==> src/rtl/sm83_bus_arbiter.sv <==
// sm83_bus_arbiter
//
// Shares the single external memory bus between the SM83 core and the two DMA
// engines (HDMA and OAM DMA). The bus is divided into fixed 4-clock M-cycle
// slots. At the edge that ends T-phase 3 the arbiter picks the highest-priority
// pending requester (HDMA > OAM DMA > CPU), latches its request, and drives
// the bus for the following four clocks.
//
// Handshake: a requester holds req_i[n] together with its addr/wdata/we stable
// until it sees gnt_o[n] (a one-cycle pulse in T-phase 0). Requests are sampled
// only at the edge ending T-phase 3. done_o[n] pulses exactly four cycles after
// gnt_o[n]; for reads, rdata_o is valid in that cycle and holds until the next
// read completes.
//
// Ports:
//   clk_i          T-cycle clock
//   rst_i          asynchronous active-high reset
//   req_i[2:0]     requests: bit0 HDMA, bit1 OAM DMA, bit2 CPU
//   *_addr_i       per-requester address
//   *_wdata_i      per-requester write data
//   we_i[2:0]      per-requester write enable (1 = write)
//   gnt_o[2:0]     one-hot grant pulse (T-phase 0)
//   done_o[2:0]    one-hot completion pulse (T-phase 0 of the next slot)
//   rdata_o        read data of the last completed read
//   bus_addr_o     bus address (held while idle)
//   bus_wdata_o    bus write data (T-phases 1..2 of a write, else 0)
//   bus_re_o       bus read strobe (whole slot of a read)
//   bus_we_o       bus write strobe (T-phases 1..2 of a write)
//   bus_rdata_i    bus read data, sampled at the edge ending T-phase 3
//   tphase_o       current T-phase 0..3

module sm83_bus_arbiter #(
  parameter int ADDR_W = 16,
  parameter int DATA_W = 8
) (
  input  logic              clk_i,
  input  logic              rst_i,
  input  logic [2:0]        req_i,
  input  logic [ADDR_W-1:0] hdma_addr_i,
  input  logic [ADDR_W-1:0] oam_addr_i,
  input  logic [ADDR_W-1:0] cpu_addr_i,
  input  logic [DATA_W-1:0] hdma_wdata_i,
  input  logic [DATA_W-1:0] oam_wdata_i,
  input  logic [DATA_W-1:0] cpu_wdata_i,
  input  logic [2:0]        we_i,
  output logic [2:0]        gnt_o,
  output logic [2:0]        done_o,
  output logic [DATA_W-1:0] rdata_o,
  output logic [ADDR_W-1:0] bus_addr_o,
  output logic [DATA_W-1:0] bus_wdata_o,
  output logic              bus_re_o,
  output logic              bus_we_o,
  input  logic [DATA_W-1:0] bus_rdata_i,
  output logic [1:0]        tphase_o
);

  localparam logic [1:0] PH0 = 2'd0;
  localparam logic [1:0] PH2 = 2'd2;
  localparam logic [1:0] PH3 = 2'd3;

  localparam logic [1:0] OWN_HDMA = 2'd0;
  localparam logic [1:0] OWN_OAM  = 2'd1;
  localparam logic [1:0] OWN_CPU  = 2'd2;

  // Slot state
  logic [1:0]        ph_q, ph_d;
  logic              slot_active_q, slot_active_d;
  logic [1:0]        owner_q, owner_d;
  logic [ADDR_W-1:0] addr_q, addr_d;
  logic [DATA_W-1:0] wdata_q, wdata_d;
  logic              we_q, we_d;

  // Registered outputs
  logic [2:0]        gnt_q, gnt_d;
  logic [2:0]        done_q, done_d;
  logic [DATA_W-1:0] rdata_q, rdata_d;
  logic [ADDR_W-1:0] bus_addr_q, bus_addr_d;
  logic [DATA_W-1:0] bus_wdata_q, bus_wdata_d;
  logic              bus_re_q, bus_re_d;
  logic              bus_we_q, bus_we_d;

  // Fixed-priority winner of the current request vector
  logic              win_valid;
  logic [1:0]        win_owner;
  logic [ADDR_W-1:0] win_addr;
  logic [DATA_W-1:0] win_wdata;
  logic              win_we;

  always_comb begin
    win_valid = 1'b1;
    win_owner = OWN_HDMA;
    win_addr  = hdma_addr_i;
    win_wdata = hdma_wdata_i;
    win_we    = we_i[0];
    if (req_i[0]) begin
      win_owner = OWN_HDMA;
    end else if (req_i[1]) begin
      win_owner = OWN_OAM;
      win_addr  = oam_addr_i;
      win_wdata = oam_wdata_i;
      win_we    = we_i[1];
    end else if (req_i[2]) begin
      win_owner = OWN_CPU;
      win_addr  = cpu_addr_i;
      win_wdata = cpu_wdata_i;
      win_we    = we_i[2];
    end else begin
      win_valid = 1'b0;
    end
  end

  always_comb begin
    ph_d          = ph_q + 2'd1;
    slot_active_d = slot_active_q;
    owner_d       = owner_q;
    addr_d        = addr_q;
    wdata_d       = wdata_q;
    we_d          = we_q;
    gnt_d         = 3'b000;
    done_d        = 3'b000;
    rdata_d       = rdata_q;
    bus_addr_d    = bus_addr_q;
    bus_wdata_d   = bus_wdata_q;
    bus_re_d      = bus_re_q;
    bus_we_d      = bus_we_q;

    case (ph_q)
      PH0: begin
        // Write strobe and data occupy T-phases 1..2 only.
        if (slot_active_q && we_q) begin
          bus_we_d    = 1'b1;
          bus_wdata_d = wdata_q;
        end
      end
      PH2: begin
        bus_we_d    = 1'b0;
        bus_wdata_d = '0;
      end
      PH3: begin
        // Close the current slot: completion and read capture.
        if (slot_active_q) begin
          done_d = 3'b001 << owner_q;
          if (!we_q) rdata_d = bus_rdata_i;
        end
        // Open the next slot.
        slot_active_d = win_valid;
        if (win_valid) begin
          owner_d    = win_owner;
          addr_d     = win_addr;
          wdata_d    = win_wdata;
          we_d       = win_we;
          gnt_d      = 3'b001 << win_owner;
          bus_addr_d = win_addr;
          bus_re_d   = !win_we;
        end else begin
          bus_re_d   = 1'b0;
        end
      end
      default: ;
    endcase
  end

  always_ff @(posedge clk_i or posedge rst_i) begin
    if (rst_i) begin
      ph_q          <= PH0;
      slot_active_q <= 1'b0;
      owner_q       <= OWN_HDMA;
      addr_q        <= '0;
      wdata_q       <= '0;
      we_q          <= 1'b0;
      gnt_q         <= 3'b000;
      done_q        <= 3'b000;
      rdata_q       <= '0;
      bus_addr_q    <= '0;
      bus_wdata_q   <= '0;
      bus_re_q      <= 1'b0;
      bus_we_q      <= 1'b0;
    end else begin
      ph_q          <= ph_d;
      slot_active_q <= slot_active_d;
      owner_q       <= owner_d;
      addr_q        <= addr_d;
      wdata_q       <= wdata_d;
      we_q          <= we_d;
      gnt_q         <= gnt_d;
      done_q        <= done_d;
      rdata_q       <= rdata_d;
      bus_addr_q    <= bus_addr_d;
      bus_wdata_q   <= bus_wdata_d;
      bus_re_q      <= bus_re_d;
      bus_we_q      <= bus_we_d;
    end
  end

  assign gnt_o       = gnt_q;
  assign done_o      = done_q;
  assign rdata_o     = rdata_q;
  assign bus_addr_o  = bus_addr_q;
  assign bus_wdata_o = bus_wdata_q;
  assign bus_re_o    = bus_re_q;
  assign bus_we_o    = bus_we_q;
  assign tphase_o    = ph_q;

endmodule

==> config.mk <==
export PLATFORM = sky130hd
export DESIGN_NAME = sm83_bus_arbiter
export DESIGN_NICKNAME = d
export VERILOG_FILES = /design/src/rtl/sm83_bus_arbiter.sv
export SDC_FILE = /design/constraint.sdc
export NUM_CORES = 1
export LEC_CHECK = 0
export CORE_ASPECT_RATIO = 1.1
export CORE_MARGIN = 3
export CORE_UTILIZATION = 44
export CTS_CLUSTER_SIZE = 8
export DETAILED_ROUTE_END_ITERATION = 8
export PLACE_DENSITY = 0.86
export SYNTH_ARGS = -nofsm -noshare
export SYNTH_HDL_FRONTEND = slang
export SYNTH_SLANG_ARGS = --single-unit
==> constraint.sdc <==
create_clock -name clk_i -period 3.3 [get_ports clk_i]
set_clock_uncertainty 0.05 [all_clocks]
set_input_delay 0.495 -clock clk_i [delete_from_list [all_inputs] [get_ports clk_i]]
set_output_delay 0.495 -clock clk_i [all_outputs]
set_load 0.01 [all_outputs]
# Yosys cells after proc, flatten, opt, wreduce, memory -nomap -nowiden
# Index checks and enable logic that the tools add are counted.
[totals]
reg_bits = 54
input_bits = 88
output_inout_bits = 42
word_cells = 50
[classes]
addsub = 1
n_eq_ne = 3
shift = 2
n_mux = 24
n_bitwise = 1
n_reduce_logical = 7
[op_table]
columns = ["op", "count"]
rows = [
  ["$mux 16", 3],
  ["$mux 8", 4],
  ["$pmux 8 s2", 1],
  ["$mux 3", 4],
  ["$mux 1", 8],
  ["$mux 2", 3],
  ["$shl 1x2->3 const A", 2],
  ["$eq 2x2->1 const B", 2],
  ["$reduce_and 2->1", 2],
  ["$reduce_and 3->1", 1],
  ["$add 2x1->2 const B", 1],
  ["$logic_not 2->1", 1],
  ["$ne 2x2->1 const B", 1],
  ["$pmux 1 s2", 1],
  ["$reduce_bool 2->1", 1],
  ["$logic_and 1x1->1", 1],
  ["$logic_not 1->1", 1],
  ["$not 1->1", 1],
]

# Logic depth before layout (Yosys ltp)
# Gate-level depths: netlist of run 1.
[logic_depth]
depth_word = 6
mapped_depth = 6
depth_no_buf = 5

# Worst setup path after synthesis of run 1
# No wires, ideal clock.
[synth_path]
path_kind = "register to register"
from = "register ph_q[1] (netlist: tphase_o[1])"
to = "register rdata_q[0] (netlist: rdata_o[0])"
setup_time_ns = 0.125
arrival_time_ns = 1.465
required_time_ns = 3.125
slack_ns = 1.660
path_stages_with_launch = 6
n_path_buf = 1
synth_period_minus_slack_ns = 1.640
cell_sequence = "dfrtp_1 -> ha_1 -> nand2_2 -> or2_1 -> buf_6 -> mux2_4"
[synth_via]
elab_chain_cells = 2
[synth_lines]
columns = ["item", "line_no", "rtl"]
rows = [
  ["start, declared", "66", "logic [1:0] ph_q, ph_d;"],
  ["start signal, assigned", "179", "ph_q <= ph_d;"],
  ["$eq 2x2->1", "127", "case (ph_q)"],
  ["$reduce_and 3->1 (no source line)", "--", ""],
  ["end signal, assigned", "187", "rdata_q <= rdata_d;"],
  ["end, declared", "76", "logic [DATA_W-1:0] rdata_q, rdata_d;"],
]
# Every way passes these cells.
# A chain may end at the register's enable or synchronous reset.

# Worst setup path in the final report of run 1
[layout_path]
from = "input port req_i[1]"
to = "register wdata_q[4]"
[layout_via]
elab_chain_cells = 3
word_cells_on_any_way = 5
cone_classes = "mux: 4; reduce/logical: 1"
[layout_lines]
columns = ["item", "line_no", "rtl"]
rows = [
  ["start, declared", "38", "input logic [2:0] req_i,"],
  ["$mux 1", "97", "end else if (req_i[1]) begin"],
  ["$mux 1", "95", "if (req_i[0]) begin"],
  ["$reduce_and 2->1 (no source line)", "--", ""],
  ["end signal, assigned", "183", "wdata_q <= wdata_d;"],
  ["end, declared", "70", "logic [DATA_W-1:0] wdata_q, wdata_d;"],
]
# Parallel ways exist; a longest one is shown, timed or not.

==> results of run 1 <==
-- per-stage QoR --
step	area, um^2	setup WS (ns)	utilization (%)	cells	hold WS (ns)
4_1_cts	4105	1.180	70.27	468	0.4386
3_3_place_gp	4011	0.9151	68.67	460	0.4123
5_1_grt	4105	0.9972	70.27	468	0.4668
6_report	4105	1.169	70.27	468	0.4387
2_1_floorplan	2690	1.440	-	269	0.3938
3_5_place_dp	4011	0.8557	68.67	460	0.4234
-- worst max-delay path by stage --
stage                     cells after the start     start  slack (ns)             to
after floorplan                               1     rst_i        1.44  bus_addr_o[0]
after global placement                        5  req_i[1]        0.92  bus_addr_o[8]
after detailed placement                      5  req_i[1]        0.86  bus_addr_o[5]
after CTS                                     5  req_i[1]        1.18     wdata_q[4]
after global routing                          5  req_i[1]         1.0  bus_addr_o[5]
final                                         5  req_i[1]        1.17     wdata_q[4]
-- worst register-to-register path, cell delays in order (launching register included) --
cell     delay, ns
dfrtp_1       0.40
ha_1          0.36
nand2_2       0.12
or2_1         0.41
mux2_4        0.37
-- metal layers --
metal	global-route usage [%]	up-vias	part of all wire, %
li1	-	1177	-
met1	27.39	1173	39
met2	36.52	111	50
met3	5.658	12	8.8
met4	6.605	0	1.7
met5	0	-	0
-- logic make-up after synthesis --
family	Yosys count	share of synthesized area, %
muxes	8	4.465
AOI/OAI and AO/OA	92	22.14
and+or+nand+nor	85	16.65
DFF	54	50.23
adders and majority gates	3	1.395
buffers and inverters	27	5.116
-- report_power, final --
| part | switching [W] | internal [W] |
|---|---|---|
| Combinational | 0.000141 | 0.000248 |
| Clock | 0.000225 | 0.000154 |
| Sequential | 0.0000412 | 0.000726 |
-- cell usage after synthesis, drive strengths merged (3+ instances only) --
| library cell | number |
|---|---|
| a21oi | 47 |
| dfrtp | 54 |
| clkbuf | 4 |
| inv | 6 |
| buf | 17 |
| nand2 | 27 |
| mux2 | 8 |
| o21ai | 4 |
| nor2 | 23 |
| ha | 3 |
| a22o | 8 |
| a21o | 26 |
| nand3b | 24 |
-- state kept, by name, indices dropped and copies added, names as in the netlist --
name,flops
rdata_o,8
bus_we_o,1
bus_re_o,1
done_o,3
we_q,1
tphase_o,2
gnt_o,3
wdata_q,8
bus_wdata_o,8
slot_active_q,1
owner_q,2
bus_addr_o,16
-- layout make-up --
cell class              count  area share [%]
multi-input cells         188           29.35
flip-flops and latches     54           32.92
clock inverters             3          0.6096
inverters                   6          0.5486
well taps                  77           2.347
repair buffers            135           32.55
clock buffers               5           1.676
==> results.py, run 1 <==
metrics = {
    "outcome": {
        "status": "completed",
    },
    "sta": {
        "fin_crit_sh_pct": 64.57,
        "report.final.slew_viol_count": 0,
        "finalHoldViolCount": 0,
        "clock.fmax_mhz": 469.3,
        "grt_setup_unrepaired": "no",
        "worst_pin_slew_ns": 0.5191,
        "finalSetupViolations": 0,
        "fin_crit_ns": 2.131,
        "tns_ns": 0,
        "slew-limit-headroom_pct": 65.16,
    },
    "placed_design": {
        "gp_congestion": 0.7599,
        "detailed_place_hpwl_um": 5635,
        "port_buffers": 129,
    },
    "grt": {
        "grt_use_total_pct": 21.67,
        "grt_start_max_net_pins": 43,
        "antenna_found_initial": 0,
        "grt_pass1_wl_um": 11720,
        "grt_overflow": 0,
        "grt_pass1_vias": 2418,
    },
    "min_path": {
        "min_from": "owner_q[0]",
        "hold_path_class": "reg -> reg",
        "hold_path_end": "done_o[0]",
        "min_path_cells": 1,
    },
    "critical_path": {
        "r2r_start": "tphase_o[1]",
        "reg2reg_depth": 4,
        "startpoint_type": "primary input",
        "crit_required_ns": 3.48,
        "worstSetupPathType": "in -> reg",
        "worst_setup_path_end_kind": "flop",
        "cp.arrival_ns": 2.32,
        "cp_common_cell": "a21oi_1",
        "cpLargestDelayFamily": "buffers and inverters",
        "crit_fanout": 18,
        "ff2ff_setup_slack_ns": 1.48,
        "max_stage_delay_ns": 0.64,
        "worst_r2r_endpoint": "rdata_o[6]",
        "path_cells": "clkdlybuf4s50_1, o31ai_4, buf_4, a21oi_1, a21oi_1",
        "crit_buf_inv": 2,
        "slowest_stage": "clkdlybuf4s50_1",
    },
    "clocking": {
        "insertion_delay_ns": 0.31,
        "postCtsSetupRepairBufs": 0,
        "cts_tree": "built",
        "htreeDepth": 2,
        "clk_pin_slew_ns": 0.10,
        "hold_buffers": 0,
        "clockRootBuffer": "clkbuf_8",
        "cts_buffers": 5,
        "cts_resized": 0,
        "clockBufferDepth": 2,
        "clock-sinks": 54,
    },
    "yosys": {
        "synth_area_leader_cell": "dfrtp_1",
        "avgSynthCellArea_um2": 10.00,
        "synthTopCellsByArea": "dfrtp_1 (50%), a21oi_1 (8.7%), a21o_1 (7.3%), nand3b_1 (6.7%), mux2_4 (4.5%)",
        "syn_area_um2": 2690,
        "yosys_warnings": 0,
        "async_reset_ff_share_pct": 100.0,
        "netlist_instances": 269,
        "synth_edf_count": 0,
        "synth_top_area_share_pct": 50.23,
        "synth_seq_cells": 54,
        "synth_nets": 360,
        "synth_flop_cell": "dfrtp_1",
        "ys_seq_area_share_pct": 50.23,
        "ys_types": 34,
    },
    "floorplanning": {
        "die_w_um": 80.55,
        "io_pins": 130,
        "num_rows": 29,
        "die_h_um": 88.01,
        "initial_utilization_pct": 46.05,
        "core-area_um2": 5842,
        "dieArea_um2": 7089,
    },
    "route": {
        "final_antenna_net_count": 0,
        "drt-vias-per-instance": 5.284,
        "drt-wirelength-per-cell_um": 16.05,
        "wirelength_um": 7511,
        "drcViolationCount": 0,
        "drt_iter0_drc": 123,
        "vias": 2473,
        "drt_pre_antenna_iters": 4,
    },
    "final_layout": {
        "register_area_um2": 1351,
        "fillCellCount": 464,
        "fin_nets": 481,
        "mostFrequentLayoutCells": "clkdlybuf4s50_1 (129), dfrtp_1 (54), a21oi_1 (47), nand2_1 (26), a21o_1 (26)",
        "area_growth_pct": 52.60,
        "n_antenna_cell": 0,
        "multi_input_area_um2": 1205,
        "final_common_cell": "clkdlybuf4s50_1",
        "layout-drive-gt1-share_pct": 7.928,
    },
    "job": {
        "drv_cap": 0,
    },
    "pwr": {
        "vdd_drop_max_v": 0.0002143,
        "powerDensity_nw_per_um2": 374.0,
        "p_leak_nw": 1.785,
        "total_power_w": 0.001535,
    },
}
Power figures use the tool's default switching activity.
==> run 2: changes to the inputs <==
--- a/config.mk
+++ b/config.mk
@@ -7,10 +7,10 @@
 export LEC_CHECK = 0
 export CORE_ASPECT_RATIO = 1.1
 export CORE_MARGIN = 3
-export CORE_UTILIZATION = 44
+export CORE_UTILIZATION = 41
 export CTS_CLUSTER_SIZE = 8
 export DETAILED_ROUTE_END_ITERATION = 8
-export PLACE_DENSITY = 0.86
+export PLACE_DENSITY = 0.81
 export SYNTH_ARGS = -nofsm -noshare
 export SYNTH_HDL_FRONTEND = slang
 export SYNTH_SLANG_ARGS = --single-unit
==> constraint.sdc (replaced) <==
create_clock -name clk_i -period 2 [get_ports clk_i]
set_clock_uncertainty 0.05 [all_clocks]
set_input_delay 0.3 -clock clk_i [delete_from_list [all_inputs] [get_ports clk_i]]
set_output_delay 0.3 -clock clk_i [all_outputs]
set_load 0.01 [all_outputs]
==> results.py, run 2 (synthesis results as in run 1) <==
metrics = {
    "outcome": {
        "status": "completed",
    },
    "floorplanning": {
        "die_h_um": 90.96,
        "io_pins": 130,
        "core-area_um2": 6269,
        "dieArea_um2": 7570,
        "die_w_um": 83.23,
        "initial_utilization_pct": 42.91,
        "num_rows": 30,
    },
    "pwr": {
        "p_leak_nw": 1.835,
        "powerDensity_nw_per_um2": 628.6,
        "vdd_drop_max_v": 0.0003713,
    },
    "critical_path": {
        "worst_setup_path_end_kind": "flop",
        "slowest_stage": "o31a_2",
        "cp.arrival_ns": 1.99,
        "startpoint_type": "flop",
        "cpLargestDelayFamily": "compound AO/OA/AOI/OAI gates",
        "path_cells": "ha_1, buf_4, o31a_2, o21ai_0, o21ai_0",
        "crit_required_ns": 2.17,
        "worstSetupPathType": "reg -> reg",
        "cp_common_cell": "o21ai_0",
        "crit_fanout": 24,
        "crit_buf_inv": 1,
        "max_stage_delay_ns": 0.46,
    },
    "clocking": {
        "clockRootBuffer": "clkbuf_8",
        "htreeDepth": 2,
        "hold_buffers": 0,
        "postCtsSetupRepairBufs": 0,
        "clockBufferDepth": 2,
        "cts_buffers": 5,
        "clk_pin_slew_ns": 0.09,
        "cts_resized": 0,
        "clock-sinks": 54,
        "insertion_delay_ns": 0.30,
        "cts_tree": "built",
    },
    "final_layout": {
        "final_common_cell": "clkdlybuf4s50_1",
        "mostFrequentLayoutCells": "clkdlybuf4s50_1 (129), dfrtp_1 (54), a21oi_1 (47), nand2_1 (26), a21o_1 (26)",
        "final_cells": 478,
        "n_antenna_cell": 0,
        "largest_reg_flops": 16,
        "post-route-util_pct": 67.05,
        "area_growth_pct": 56.23,
        "layout-drive-gt1-share_pct": 9.296,
        "fin_nets": 488,
    },
    "route": {
        "drcViolationCount": 0,
        "drt_iter0_drc": 108,
        "drt-wirelength-per-cell_um": 15.68,
        "vias": 2560,
        "drt_pre_antenna_iters": 4,
        "drt-vias-per-instance": 5.356,
        "final_antenna_net_count": 0,
        "wirelength_um": 7493,
    },
    "sta": {
        "fin_crit_ns": 1.818,
        "fin_crit_sh_pct": 90.88,
        "report.final.slew_viol_count": 0,
        "slew-limit-headroom_pct": 60.28,
        "fin_ws_ns": 0.1825,
        "clock.fmax_mhz": 550.2,
        "grt_setup_unrepaired": "no",
        "finalHoldViolCount": 0,
        "timing.hold.ws_ns": 0.2948,
        "worst_pin_slew_ns": 0.5919,
        "tns_ns": 0,
        "finalSetupViolations": 0,
    },
    "placed_design": {
        "dp_worst_setup_slack_ns": 0.02727,
        "detailed_place_hpwl_um": 5723,
        "dp_cells": 470,
        "gp_congestion": 0.7407,
        "port_buffers": 129,
    },
    "grt": {
        "grt_use_total_pct": 20.28,
        "grt_overflow": 0,
        "grt_pass1_vias": 2554,
        "grt_pass1_wl_um": 12580,
        "antenna_found_initial": 0,
        "grt_start_max_net_pins": 34,
    },
    "min_path": {
        "hold_path_class": "in -> async",
    },
    "job": {
        "drv_cap": 0,
    },
}
[run 2: cell count changes in the layout (fill, tap and decap cells not counted)]
cell and delta:
buf_12 +2, buf_4 +5, bufinv_16 +1, clkbuf_1 +1, clkinv_4 -1, inv_6 -1
[run 2: power by group]
part	leakage [nW]	total [W]	internal, W	switching, W
clock	0.0514	0.000719	0.000374	0.000345
combinational	1.12	0.000658	0.000422	0.000236
sequential	0.661	0.00126	0.00120	0.0000665
[run 2: final timing paths]
path                             start              to  slack [ns]  cells after the start
max in group asynchronous        rst_i      owner_q[0]        1.06                      3
setup reg to reg           tphase_o[1]      wdata_q[0]        0.18                      5
setup / recovery           tphase_o[1]      wdata_q[0]        0.18                      5
hold reg to reg             owner_q[0]       done_o[0]        0.44                      1
min in group clk_i          owner_q[0]       done_o[0]        0.44                      1
hold / removal                   rst_i  bus_wdata_o[6]        0.29                      2
[run 2: area by class of cell]
cell class | count | area (um^2)
clock buffers | 6 | 72.57
inverters | 6 | 22.52
clock inverters | 2 | 37.54
multi-input cells | 188 | 1205
well taps | 80 | 100.1
repair buffers | 142 | 1414
fillers | 482 | 2066
flip-flops and latches | 54 | 1351
[run 2: per-stage QoR]
step,cell area (um^2),power [W]
3_5_place_dp,4093,0.001944
6_report,4203,0.002642
3_3_place_gp,4093,0.001930
5_1_grt,4203,0.002757
4_1_cts,4203,0.002661
2_1_floorplan,2690,0.001527
[run 2: metal layers]
metal  track usage [%]  vias to the layer above  part of all wire [%]
met4             7.357                        0                   2.1
li1                  -                     1193                     -
met5                 0                        -                     0
met1             26.97                     1238                    42
met3             5.263                       14                   7.4
met2             31.95                      115                    48
